### config.mk
export PLATFORM = sky130hd
export DESIGN_NAME = mem_stage
export DESIGN_NICKNAME = d
export VERILOG_FILES = /design/src/rtl/mem_stage.sv
export SDC_FILE = /design/constraint.sdc
export NUM_CORES = 1
export LEC_CHECK = 0
export ABC_AREA = 1
export BUFFER_PORTS_ARGS = -buffer_cell sky130_fd_sc_hd__buf_2
export CAP_MARGIN = 20
export CORE_AREA = 2 2 153 155
export DETAILED_ROUTE_END_ITERATION = 7
export DIE_AREA = 0 0 155 157
export PLACE_DENSITY = 0.74
export SLEW_MARGIN = 20
export SYNTH_ARGS = -nofsm -noshare
export SYNTH_HDL_FRONTEND = slang
export SYNTH_SLANG_ARGS = --single-unit
### constraint.sdc
create_clock -name clk -period 3.3 [get_ports clk]
set_clock_uncertainty 0.05 [all_clocks]
set_input_delay 0.99 -clock clk [delete_from_list [all_inputs] [get_ports clk]]
set_output_delay 0.99 -clock clk [all_outputs]
set_load 0.02 [all_outputs]
### src/rtl/mem_stage.sv
// mem_stage: data-memory access stage; req/ack dmem handshake, load align/extend,
// registered result bus to writeback, upstream stall while an access is in flight.
package core;
    typedef enum logic [3:0] {MEM_NOP, MEM_LB, MEM_LH, MEM_LW, MEM_LBU, MEM_LHU, MEM_SB, MEM_SH, MEM_SW} mem_op_t;
    typedef enum logic [3:0] {ALU_NOP, ALU_ADD, ALU_SUB, ALU_AND, ALU_OR, ALU_XOR} alu_op_t;
    typedef enum logic [2:0] {NOP, FMT_R, FMT_I, FMT_S} format_t;
    typedef enum logic [3:0] {I_NOP, I_ALU, I_LOAD, I_STORE} instr_t;
    typedef struct packed {
        instr_t      instr;
        format_t     format;
        alu_op_t     alu_op;
        mem_op_t     mem_op;
        logic        rd;
        logic [4:0]  rd_addr;
        logic [31:0] rd_res;
        logic [31:0] rs2_val;
        logic        pipeline_stall;
    } pipeline_bus_t;
    typedef struct packed {
        logic       rd;
        logic [4:0] rd_addr;
    } bypass_t;
endpackage

module mem_stage import core::*; #(
    parameter int MAX_WAIT = 255
) (
    input  logic          clk,
    input  logic          rst,
    input  pipeline_bus_t bus_i,
    output pipeline_bus_t mem_bus_o,
    output bypass_t       mem_bp_o,
    output logic          stall_o,
    output logic          dmem_req_o,
    output logic          dmem_we_o,
    output logic [31:0]   dmem_addr_o,
    output logic [31:0]   dmem_wdata_o,
    output logic [3:0]    dmem_be_o,
    input  logic          dmem_ack_i,
    input  logic [31:0]   dmem_rdata_i,
    output logic          misalign_o,
    output logic          err_o
);
    typedef enum logic {IDLE, REQ} state_t;
    localparam logic [7:0] MW = 8'(MAX_WAIT);
    localparam pipeline_bus_t BUBBLE = '0;
    state_t        state_q, state_d;
    logic [7:0]    cnt_q, cnt_d;
    pipeline_bus_t cap_q, out_q, bus_d, bub, fin;
    logic [31:0]   addr_q, wdata_q, wdata_d, sh_data, ld_data;
    logic [3:0]    be_q, be_d;
    logic          we_q, misal_q, err_q;
    logic [1:0]    a;
    logic          half_op, word_op, store_op, access, misal, start, timeout, cap_store;

    assign a        = bus_i.rd_res[1:0];
    assign half_op  = bus_i.mem_op inside {MEM_LH, MEM_LHU, MEM_SH};
    assign word_op  = bus_i.mem_op inside {MEM_LW, MEM_SW};
    assign store_op = bus_i.mem_op inside {MEM_SB, MEM_SH, MEM_SW};
    assign access   = bus_i.mem_op != MEM_NOP;
    assign misal    = access & ((half_op & a[0]) | (word_op & |a));
    assign timeout  = cnt_q == MW;
    assign start    = state_q == IDLE && state_d == REQ;
    assign be_d     = word_op ? 4'hF : half_op ? 4'b0011 << a : 4'b0001 << a;
    assign wdata_d  = word_op ? bus_i.rs2_val : half_op ? {2{bus_i.rs2_val[15:0]}} : {4{bus_i.rs2_val[7:0]}};

    // Load lane selection uses the address captured at request time, not the live bus.
    assign cap_store = cap_q.mem_op inside {MEM_SB, MEM_SH, MEM_SW};
    assign sh_data   = dmem_rdata_i >> {cap_q.rd_res[1:0], 3'b000};
    assign ld_data   = cap_q.mem_op == MEM_LB  ? {{24{sh_data[7]}}, sh_data[7:0]} :
                       cap_q.mem_op == MEM_LBU ? {24'b0, sh_data[7:0]} :
                       cap_q.mem_op == MEM_LH  ? {{16{sh_data[15]}}, sh_data[15:0]} :
                       cap_q.mem_op == MEM_LHU ? {16'b0, sh_data[15:0]} : dmem_rdata_i;

    always_ff @(posedge clk or negedge rst) begin
        if (!rst) state_q <= IDLE;
        else      state_q <= state_d;
    end

    always_comb begin
        state_d = state_q == IDLE ? ((access & ~misal) ? REQ : IDLE)
                                  : ((dmem_ack_i | timeout) ? IDLE : REQ);
    end

    always_comb begin
        bub = BUBBLE;
        bub.pipeline_stall = 1'b1;
        fin = cap_q;
        fin.pipeline_stall = 1'b0;
        fin.rd_res = cap_store ? cap_q.rd_res : ld_data;
        fin.rd = cap_store ? 1'b0 : cap_q.rd;
        bus_d = state_q == IDLE ? (!access ? bus_i : misal ? BUBBLE : bub)
                                : (dmem_ack_i ? fin : timeout ? BUBBLE : bub);
        cnt_d = start ? 8'd0 : (state_q == REQ && cnt_q != 8'hFF) ? cnt_q + 8'd1 : cnt_q;
    end

    always_ff @(posedge clk or negedge rst) begin
        if (!rst) begin
            cnt_q   <= '0;
            cap_q   <= BUBBLE;
            out_q   <= BUBBLE;
            addr_q  <= '0;
            wdata_q <= '0;
            be_q    <= '0;
            we_q    <= 1'b0;
            misal_q <= 1'b0;
            err_q   <= 1'b0;
        end else begin
            cnt_q   <= cnt_d;
            out_q   <= bus_d;
            misal_q <= state_q == IDLE && misal;
            err_q   <= state_q == REQ && !dmem_ack_i && timeout;
            if (start) begin
                cap_q   <= bus_i;
                addr_q  <= {bus_i.rd_res[31:2], 2'b00};
                wdata_q <= wdata_d;
                be_q    <= be_d;
                we_q    <= store_op;
            end
        end
    end

    assign mem_bus_o        = out_q;
    assign mem_bp_o.rd      = out_q.rd;
    assign mem_bp_o.rd_addr = out_q.rd_addr;
    assign stall_o          = state_q == REQ || (state_q == IDLE && access && !misal);
    assign dmem_req_o       = state_q == REQ;
    assign dmem_we_o        = we_q;
    assign dmem_addr_o      = addr_q;
    assign dmem_wdata_o     = wdata_q;
    assign dmem_be_o        = be_q;
    assign misalign_o       = misal_q;
    assign err_o            = err_q;
endmodule

==> results.py <==
metrics = {
    "cts": {
        "cts_buffer_depth": 3,
        "cts_setup_buffers": 0,
        "clk_pin_slew_ns": 0.06,
        "numCtsBuffers": 23,
        "clk_latency_ns": 0.53,
        "cts_root_buf": "clkbuf_16",
        "cts_tree": "built",
        "h-tree-depth": 1,
        "ctsResizeCount": 0,
        "cts_hold_buf": 0,
        "cts.sinks": 211,
    },
    "synth": {
        "avgSynthCellArea_um2": 7.907,
        "synth_area_um2": 10070,
        "synth_seq_cells": 211,
        "seq_area_frac_synth_pct": 52.42,
        "synth.distinct_cells": 28,
        "yosysWarnings": 0,
        "synth_cells": 1274,
    },
    "layout": {
        "stdcell_area_um2": 12050,
        "utilization_pct": 53.54,
        "layout-drive-gt1-share_pct": 24.19,
        "finalNonFillerCells": 1795,
        "nets": 1615,
        "mostFrequentLayoutCell": "nand2_1",
        "layout_common_cells": "nand2_1 (501), buf_2 (282), dfrtp_1 (211)",
        "area_delta_synth_final_pct": 19.60,
    },
    "sta": {
        "period_needed_ns": 3.034,
        "setup_ws_ns": 0.2664,
        "final.period_utilization_pct": 91.93,
        "hold_viol_final": 0,
        "grt_setup_unrepaired": "false",
        "slew_violations": 0,
        "fmaxAchievable_mhz": 329.6,
        "worstMarginPinSlew_ns": 0.7425,
        "setup_viol": 0,
        "tns_ns": 0,
        "max_slew_margin_pct": 50.50,
        "hold_ws_ns": 0.4126,
    },
    "setup_path": {
        "crit_type": "in -> out",
        "crit_slowest_cell": "nor2_1",
        "start_kind": "primary input",
        "critical_path.max_stage_delay_ns": 0.31,
        "worst-path-max-fanout": 4,
        "worstPathRequired_ns": 2.26,
        "crit_family": "simple AND/OR/NAND/NOR gates",
        "end_kind": "primary output",
        "path_cells": "buf_2 -> nor2_2 -> nand2_1 -> inv_1 -> nor2_1 -> nand2_8 -> nand2_1 -> buf_2",
        "path_buf_inv": 3,
        "worstPathArrival_ns": 1.99,
    },
    "placement": {
        "gp_congestion": 0.9106,
        "dp_slack_ns": 0.2648,
        "dp.cells": 1753,
        "io_buffers": 283,
        "hpwl_mm": 20.62,
        "dpl_cell_area_um2": 11290,
    },
    "route": {
        "drt_iter0_markers": 579,
        "via_per_inst": 5.028,
        "detail_route.wl_per_cell_um": 16.36,
        "postRouteAntennaNets": 0,
        "vias": 9025,
        "route.detailed.drc": 0,
        "wl_mm": 29.37,
        "drt-pass1-iter-count": 6,
    },
    "floorplan": {
        "core_um2": 22500,
        "initial_core_util_pct": 44.77,
        "die_w_um": 155,
        "dieArea_um2": 24340,
        "row_count": 55,
        "die-height_um": 157,
        "ios": 286,
    },
    "flow_run": {
        "maxCapViolCount": 0,
    },
    "grt": {
        "grt_overflow_total": 0,
        "grt_pass1_vias": 8796,
        "grt_max_degree": 154,
        "grt_antenna_before_repair": 3,
        "grt_pass1_wl_mm": 46.37,
        "track_usage_pct": 23.96,
    },
    "power": {
        "peakVddDrop_uv": 496.1,
        "power.density_nw_per_um2": 979.6,
        "p_leak_nw": 6.876,
        "power.total_mw": 11.80,
    },
    "min_path": {
        "hold_path_class": "in -> async",
    },
    "run_status": {
        "outcome": "completed",
    },
}
[flip-flops by register name, summed over array words and instances, names as in the netlist]
register	count
dmem_wdata_o	24
cap_q	85
dmem_be_o	4
misalign_o	1
dmem_we_o	1
cnt_q	8
mem_bus_o	80
err_o	1
dmem_req_o	1
mem_bp_o	6
[cell usage after synthesis (all sizes together)]
library cell	count	area (um^2)
a21oi	32	160.2
buf	84	668.1
clkbuf	22	82.58
clkinv	1	3.750
conb	1	3.750
dfrtp	211	5280
ha	1	12.51
inv	97	364.1
nand2	508	1939
nand3	36	180.2
nand3b	4	30.03
nor2	94	365.3
nor3	3	15.01
o211ai	3	22.52
o21ai	172	902.1
o31a	1	8.760
xnor2	1	8.760
xor2	3	26.28
[path summary, 6_finish.rpt]
| kind | startpoint | to | slack, ns | depth (start not counted) |
|---|---|---|---|---|
| max | bus_i[74] | stall_o | 0.27 | 8 |
| min | rst | cap_q[48]$_DFFE_PN0P_ | 0.41 | 1 |
| max reg2reg | cap_q[33]$_DFFE_PN0P_ | mem_bus_o[58]$_DFF_PN0_ | 0.80 | 9 |
| min reg2reg | dmem_be_o[0]$_DFFE_PN0P_ | dmem_be_o[0]$_DFFE_PN0P_ | 0.42 | 2 |
| max in group asynchronous | rst | cap_q[3]$_DFFE_PN0P_ | 1.99 | 2 |
| min in group clk | dmem_be_o[0]$_DFFE_PN0P_ | dmem_be_o[0]$_DFFE_PN0P_ | 0.42 | 2 |
[metal layers]
layer	wire length, um	up-vias	GRT usage (%)
met2	14470	407	42.46
met4	752	2	6.570
met5	13	-	0
met3	2426	63	5.176
met1	11700	4193	29.66
li1	-	4360	-
[final cells by class]
cell class	instances	area, um^2
antenna	1	2.502
clock buffer	35	680.7
inverter	98	367.9
fill	2123	10460
multi-input combinational	860	3690
timing repair buffer	299	1597
clock inverter	6	73.82
sequential	211	5280
tap	285	356.6
[kinds of logic (layout without fill, tap and decap cells)]
group / Yosys count / in the layout / share of synthesized area [%]
compound gates: 208 / 208 / 10.86
xor+xnor: 4 / 4 / 0.3478
fa+ha+maj: 1 / 1 / 0.1242
buf+inv: 204 / 438 / 11.10
flops: 211 / 211 / 52.42
other cells: 1 / 3 / 0.03723
simple gates: 645 / 645 / 25.11
[where the power goes]
group / switching, mW / internal (mW) / leakage [nW]
logic: 3.45 / 1.50 / 3.80
registers: 0.648 / 3.61 / 2.70
clock network: 1.08 / 1.51 / 0.373
total: 5.18 / 6.62 / 6.88
(Power assumes the default switching activity.)
